**config.mk**
```make
export PLATFORM = sky130hd
export DESIGN_NAME = seq_responder
export DESIGN_NICKNAME = d
export VERILOG_FILES = /design/src/rtl/seq_responder.sv
export SDC_FILE = /design/constraint.sdc
export NUM_CORES = 1
export LEC_CHECK = 0
export BUFFER_PORTS_ARGS = -buffer_cell sky130_fd_sc_hd__buf_2
export CAP_MARGIN = 20
export CELL_PAD_IN_SITES_DETAIL_PLACEMENT = 2
export CELL_PAD_IN_SITES_GLOBAL_PLACEMENT = 2
export CORE_ASPECT_RATIO = 1.4
export CORE_MARGIN = 2
export CORE_UTILIZATION = 28
export DETAILED_ROUTE_END_ITERATION = 6
export PLACE_DENSITY_LB_ADDON = 0.1
export SLEW_MARGIN = 20
export SYNTH_ARGS = -nofsm -noshare
export SYNTH_HDL_FRONTEND = slang
export SYNTH_SLANG_ARGS = --single-unit
```
**constraint.sdc**
```tcl
create_clock -name CLK -period 1.5 [get_ports CLK]
set_input_delay 0.15 -clock CLK [delete_from_list [all_inputs] [get_ports CLK]]
set_output_delay 0.15 -clock CLK [all_outputs]
set_load 0.02 [all_outputs]
```
**src/rtl/seq_responder.sv**
```systemverilog
// Detects C, then 1..BMAX consecutive B, then A, and answers with JLEN cycles of J then one K.
// Optional drop counter enabled by SEQ_RESPONDER_DROP_CNT_EN.
module seq_responder #(
  parameter int JLEN = 4,
  parameter int BMAX = 3
) (
  input  logic       CLK,
  input  logic       RST,
  input  logic       C,
  input  logic       B,
  input  logic       A,
  input  logic       X,
  output logic       J,
  output logic       K,
  output logic       BUSY,
  output logic [7:0] DROP_CNT
);

  typedef enum logic [1:0] {
    IDLE,
    RESP_J,
    RESP_K
  } state_t;

  localparam logic [3:0] JLOAD = 4'(JLEN - 1);

  state_t      r_state;
  state_t      w_state_d;
  logic [3:0]  r_cnt;
  logic [3:0]  w_cnt_d;
  logic        r_j;
  logic        r_k;
  logic        r_busy;
  logic        w_j_d;
  logic        w_k_d;
  logic        w_busy_d;

  // r_c_hist[i] holds C from i+1 cycles ago; r_b_hist[i] holds B from i+1 cycles ago.
  logic [BMAX:0]   r_c_hist;
  logic [BMAX-1:0] r_b_hist;
  logic            w_match;
  logic            w_detect;

  always_comb begin
    logic v_run;
    w_match = 1'b0;
    v_run   = 1'b1;
    for (int k = 1; k <= BMAX; k++) begin
      v_run = v_run & r_b_hist[k-1];
      if (v_run && r_c_hist[k]) begin
        w_match = 1'b1;
      end
    end
  end

  assign w_detect = A & ~X & w_match;

  always_ff @(posedge CLK) begin
    if (RST || X) begin
      r_c_hist <= '0;
      r_b_hist <= '0;
    end else begin
      r_c_hist[0] <= C;
      r_b_hist[0] <= B;
      for (int i = 1; i <= BMAX; i++) begin
        r_c_hist[i] <= r_c_hist[i-1];
      end
      for (int i = 1; i < BMAX; i++) begin
        r_b_hist[i] <= r_b_hist[i-1];
      end
    end
  end

  always_comb begin
    w_state_d = r_state;
    w_cnt_d   = r_cnt;
    if (X) begin
      w_state_d = IDLE;
      w_cnt_d   = 4'd0;
    end else begin
      unique case (r_state)
        IDLE: begin
          if (w_detect) begin
            w_state_d = RESP_J;
            w_cnt_d   = JLOAD;
          end
        end
        RESP_J: begin
          if (r_cnt == 4'd0) begin
            w_state_d = RESP_K;
          end else begin
            w_cnt_d = r_cnt - 4'd1;
          end
        end
        RESP_K: begin
          w_state_d = IDLE;
        end
        default: begin
          w_state_d = IDLE;
          w_cnt_d   = 4'd0;
        end
      endcase
    end
    w_j_d    = (w_state_d == RESP_J);
    w_k_d    = (w_state_d == RESP_K);
    w_busy_d = w_j_d | w_k_d;
  end

  always_ff @(posedge CLK) begin
    if (RST) begin
      r_state <= IDLE;
      r_cnt   <= 4'd0;
      r_j     <= 1'b0;
      r_k     <= 1'b0;
      r_busy  <= 1'b0;
    end else begin
      r_state <= w_state_d;
      r_cnt   <= w_cnt_d;
      r_j     <= w_j_d;
      r_k     <= w_k_d;
      r_busy  <= w_busy_d;
    end
  end

  assign J    = r_j;
  assign K    = r_k;
  assign BUSY = r_busy;

`ifdef SEQ_RESPONDER_DROP_CNT_EN
  logic [7:0] r_drop_cnt;
  logic       w_drop;

  // A detection while already responding is lost; X never reaches here since it masks detection.
  assign w_drop = w_detect & (r_state != IDLE);

  always_ff @(posedge CLK) begin
    if (RST) begin
      r_drop_cnt <= 8'd0;
    end else if (w_drop && (r_drop_cnt != 8'hFF)) begin
      r_drop_cnt <= r_drop_cnt + 8'd1;
    end
  end

  assign DROP_CNT = r_drop_cnt;
`else
  assign DROP_CNT = 8'd0;
`endif

endmodule

```
---- Word-level counts from Yosys, hierarchy flattened ----
Cells that the tools add are included.
word-level totals
  bits in registers ....................... 16
  word-level logic and storage cells ...... 39
operators by class
  add/subtract/negate cells ............... 1
  equal/unequal tests ..................... 6
  mux-type cells .......................... 10
  bitwise gates (word level) .............. 7
  reduce and logical (&&, ||, !) cells .... 8
operator list
  operator               count
  $pmux W4 S3            1
  $mux W4                2
  $mux W2                3
  $and A1 B1 Y1          4
  $eq A2 B1 Y1 const B   2
  $eq A2 B2 Y1 const B   2
  $logic_not A4 Y1       1
  $ne A2 B2 Y1 const B   2
  $pmux W2 S2            1
  $sub A4 B1 Y4 const B  1
  $logic_and A1 B1 Y1    3
  $mux W1                3
  $reduce_and A3 Y1      1
  $logic_not A2 Y1       1
  $not A1 Y1             2
  $reduce_or A2 Y1       1
  $logic_or A1 B1 Y1     1
  $or A1 B1 Y1           1

---- Depth between registers and ports, before layout ----
  depth after elaboration ................. 10
  depth in mapped cells ................... 8
  gate-level depth less buffers ........... 8

---- Worst setup path after synthesis ----
OpenSTA, ideal clock, no wires.
  kind .................................... register -> register
  start point ............................. register r_cnt[0]
  end point ............................... register r_j (netlist: J)
  data arrival time ....................... 1.367 ns
  required time ........................... 1.386 ns
  setup slack ............................. 0.019 ns
  stages on the path, launching flop included .. 9
  buffers on the path ..................... 0
  clock period less this slack ............ 1.481 ns
  cells stage by stage .................... dfxtp_1 inv_1 ha_1 nor3b_2 nor2_1 o21ai_2 inv_1 ha_1 nor2b_1
between the ends
  cells in the longest elaborated chain, start to end .. 5
RTL lines
  what                    RTL line  text
  from (decl)             29        logic [3:0] r_cnt;
  from (signal assigned)  118       r_cnt <= w_cnt_d;
  $logic_not A4 Y1        89        if (r_cnt == 4'd0) begin
  $mux W2                 89
  $pmux W2 S2             81        unique case (r_state)
  $mux W2                 77        if (X) begin
  net w_state_d[0]        28        state_t w_state_d;
  $eq A2 B1 Y1            104       w_j_d = (w_state_d == RESP_J);
  net w_j_d               34        logic w_j_d;
  to (signal assigned)    119       r_j <= w_j_d;
  to (decl)               31        logic r_j;
The timed path passes the listed nets, and every way through them passes these cells.
A chain may end at the register's enable or synchronous reset.

---- Worst setup path in the final report ----
  start point ............................. register r_cnt[0]
  end point ............................... register r_cnt[2]
between the ends
  cells in the longest elaborated chain, start to end .. 3
  elaborated cells on any way between the ends .. 6
  classes of those cells .................. 1 x add/sub; 1 x eq/ne; 2 x mux; 2 x reduce/logical
RTL lines
  what                                                      RTL line
  $sub A4 B1 Y4 / $logic_not A4 Y1 (equally long branches)  92, 89
  $mux W4 / $ne A2 B2 Y1 (equally long branches)            -
  $pmux W4 S3 / $reduce_and A3 Y1 (equally long branches)   -
Parallel ways exist; a longest one is shown, timed or not. The select of a mux whose other input is x is not followed.

==> summary.txt <==
Status
  • Run status: finished clean

Global routing
  • Maximum number of pins on one net before global-route repair: 14
  • Total gr overflow: 0
  • Initial antenna violation count: 0
  • First-pass GRT wire length: 2790 um
  • Overall global routing resource usage: 0.129
  • Vias in the first global route: 610

Synth
  • Flip-flop and latch count after synthesis: 16
  • Post-synthesis cell type count: 31
  • Cell count after synthesis: 77
  • Synthesis Warnings: 0
  • Proportion of netlist area held by the largest area contributor: 0.422
  • Sequential area share after synthesis: 0.422
  • Average size of a mapped cell: 9.85 um2
  • Post-synth top area cell: sky130_fd_sc_hd__dfxtp_1
  • Leading cell types by total area after synthesis: sky130_fd_sc_hd__dfxtp_1 42%, sky130_fd_sc_hd__buf_4 7.9%, sky130_fd_sc_hd__ha_1 6.6%
  • Post-Synthesis Cell Area: 758 um2

Floorplanning
  • Die W: 48.0 um
  • Total core area: 2590 um2
  • Initial Utilization: 0.293
  • Die height: 65.6 um
  • # rows: 22
  • Die area: 3150 um2
  • Top-Level Pins: 17

Worst hold path
  • Worst Min Path Start: C
  • Min-Delay Endpoint: r_c_hist[0]$_SDFF_PP0_
  • Worst Hold Class: input port to flip-flop
  • Cell depth of the worst hold path: 2

CTS
  • Clock tree from TritonCTS: built
  • Clk slew on worst S/H paths: 90 ps
  • Root Buffer: sky130_fd_sc_hd__clkbuf_4
  • Depth of the CTS H-tree: 1
  • Number of clock buffers inserted by TritonCTS: 3
  • Later-pin clock latency in the skew report: 280 ps
  • Total clock sinks: 16
  • Hold buffers post-CTS: 0
  • Clock Path Buffers: 2

Power and ir drop
  • Cell area power density: 719 nW/um2
  • IR Drop Worst-Case VDD: 0.436 mV
  • Leakage power summed over all cells: 0.421 nW

Drt
  • Iteration-0 DRC count of the detailed router: 8
  • Via density: 4.18
  • Routed Antenna Nets: 0
  • Pre-Repair DR Iteration Count: 3
  • Total wire length: 1550 um
  • Detail-routed net length per standard cell: 11.7 um
  • Detailed-route via count: 556
  • Post-route DRC: 0

Timing
  • Maximum frequency from static timing analysis: 0.677 GHz
  • Setup repair after global routing missed its margin: true
  • Smallest setup slack after layout: 22.6 ps
  • Post-route clock skew: 5.93 ps
  • Final Hold Vio Count: 0
  • Number of setup violations in the final report: 0
  • Number of pins with negative max-slew slack in the final report: 0
  • Period utilization: 0.985
  • Minimum period implied by the final worst setup slack: 1480 ps

Finish
  • Layout Nets: 109
  • Final standard cell count with taps included and fillers excluded: 133
  • Commonest non-fill, non-tap cell in the layout: sky130_fd_sc_hd__dfxtp_1
  • Area overhead of the layout relative to synthesis: 26.7%
  • Fraction of layout instances using a drive strength above 1: 0.402
  • Antenna cells: 0
  • Highest-count cells in the layout ignoring fill and taps: 14 x sky130_fd_sc_hd__dfxtp_1, 11 x sky130_fd_sc_hd__buf_4, 8 x sky130_fd_sc_hd__conb_1, 8 x sky130_fd_sc_hd__buf_2

Critical path
  • Type of element launching the critical path: flip-flop
  • Terminus of the critical flop-to-flop path: r_cnt[2]$_SDFFE_PP0P_
  • Reg2reg path depth: 7
  • Reg-to-reg slack, setup: 20 ps
  • Worst endpoint data arrival time: 1710 ps
  • Crit Path Category: flip-flop to flip-flop
  • Critical Path RT: 1730 ps
  • R2R Path Start: r_cnt[0]$_SDFFE_PP0P_
  • Endpoint type of the worst setup path: flip-flop
  • Maximum fanout encountered on the critical timing path: 3

Job
  • Max Cap Violations: 0

Placement
  • Post-DP HPWL: 1210 um
  • Routability Congestion: 0.712
  • # placed instances: 127
  • Input/output buffers: 8
  • Worst-case setup slack after placement: -46.7 ps
[cells in the mapped netlist, drive strengths merged]
cell / number
and2: 7
nor3b: 1
o211ai: 1
o21ai: 1
o41ai: 1
dfxtp: 16
nand3b: 1
nand3: 1
nor4: 1
o21a: 1
nor3: 1
mux2i: 2
inv: 6
a21oi: 2
conb: 1
or3: 1
nor2b: 2
ha: 4
o221a: 1
o21bai: 1
a211oi: 1
clkbuf: 1
nand2: 5
a31oi: 1
nor2: 6
buf: 8
nand2b: 2
nor4b: 1
[worst max-delay path: stages (launching register included)]
cell and delay [ps]:
sky130_fd_sc_hd__dfxtp_2 340, sky130_fd_sc_hd__inv_2 50, sky130_fd_sc_hd__ha_4 150, sky130_fd_sc_hd__nor3b_4 150, sky130_fd_sc_hd__buf_4 160, sky130_fd_sc_hd__nor4b_4 260
sky130_fd_sc_hd__o21bai_1 150, sky130_fd_sc_hd__o221a_1 180
[how the worst max path moves through the flow]
stage,slack [ps],start,to,cells after the start
floorplan,20,r_cnt[0]$_SDFFE_PP0P_,J$_SDFF_PP0_,8
global placement,6,r_cnt[1]$_SDFFE_PP0P_,J$_SDFF_PP0_,8
detailed placement,-50,r_cnt[0]$_SDFFE_PP0P_,r_cnt[2]$_SDFFE_PP0P_,7
CTS,10,r_cnt[0]$_SDFFE_PP0P_,J$_SDFF_PP0_,8
global route,-90,r_cnt[0]$_SDFFE_PP0P_,J$_SDFF_PP0_,8
finish,20,r_cnt[0]$_SDFFE_PP0P_,r_cnt[2]$_SDFFE_PP0P_,7
[state kept, by name, summed over array words and instances, names as in the netlist]
register  count
r_c_hist      4
r_cnt         4
r_b_hist      3
r_state       2
BUSY          1
J             1
K             1
[routing by layer]
layer  global-route usage  vias to the layer above  share of wire
met2                0.208                        5           0.57
met3               0.0330                        2          0.026
li1                     -                      280              -
met4               0.0608                        0          0.011
met1                0.151                      269           0.39
met5                    0                        -              0
[repair_timing]
action | 4_1_cts | 5_1_grt
gates resized for setup | 9 | 4
pin swaps | 3 | 6
setup buffers | 1 | 3
endpoints found under the setup margin | 2 | 6
[stage by stage]
step	hold slack [ps]	util	setup TNS, ps	instance area, um2	total power [mW]
finish	66.0	0.371	0	961	0.691
global route	51.7	0.371	-189	961	0.738
CTS	57.6	0.360	0	931	0.706
detailed placement	359	0.335	-68.3	866	0.482
global placement	353	0.335	0	866	0.481
floorplan	222	-	0	785	0.482
[area by class of cell]
cell class	instances	area, um2
fillers	314	1630
multi-input cells	53	425
flip-flops and latches	16	323
repair buffers	19	123
well taps	36	45.0
clock buffers	3	22.5
inverters	6	22.5
[report_power, final]
part           switching [mW]  internal [mW]
sequential            0.00182          0.428
combinational          0.0320         0.0108
clock                   0.126         0.0930
[logic make-up (layout without fill, tap and decap cells)]
family	after synthesis	after routing	share of synthesized area
mux	2	2	0.0264
buf+inv	15	28	0.114
fa+ha+maj	4	4	0.0660
compound gates	10	10	0.130
simple gates	29	29	0.236
other cells	1	8	0.00495
flops	16	16	0.422
Power figures use the tool's default switching activity.
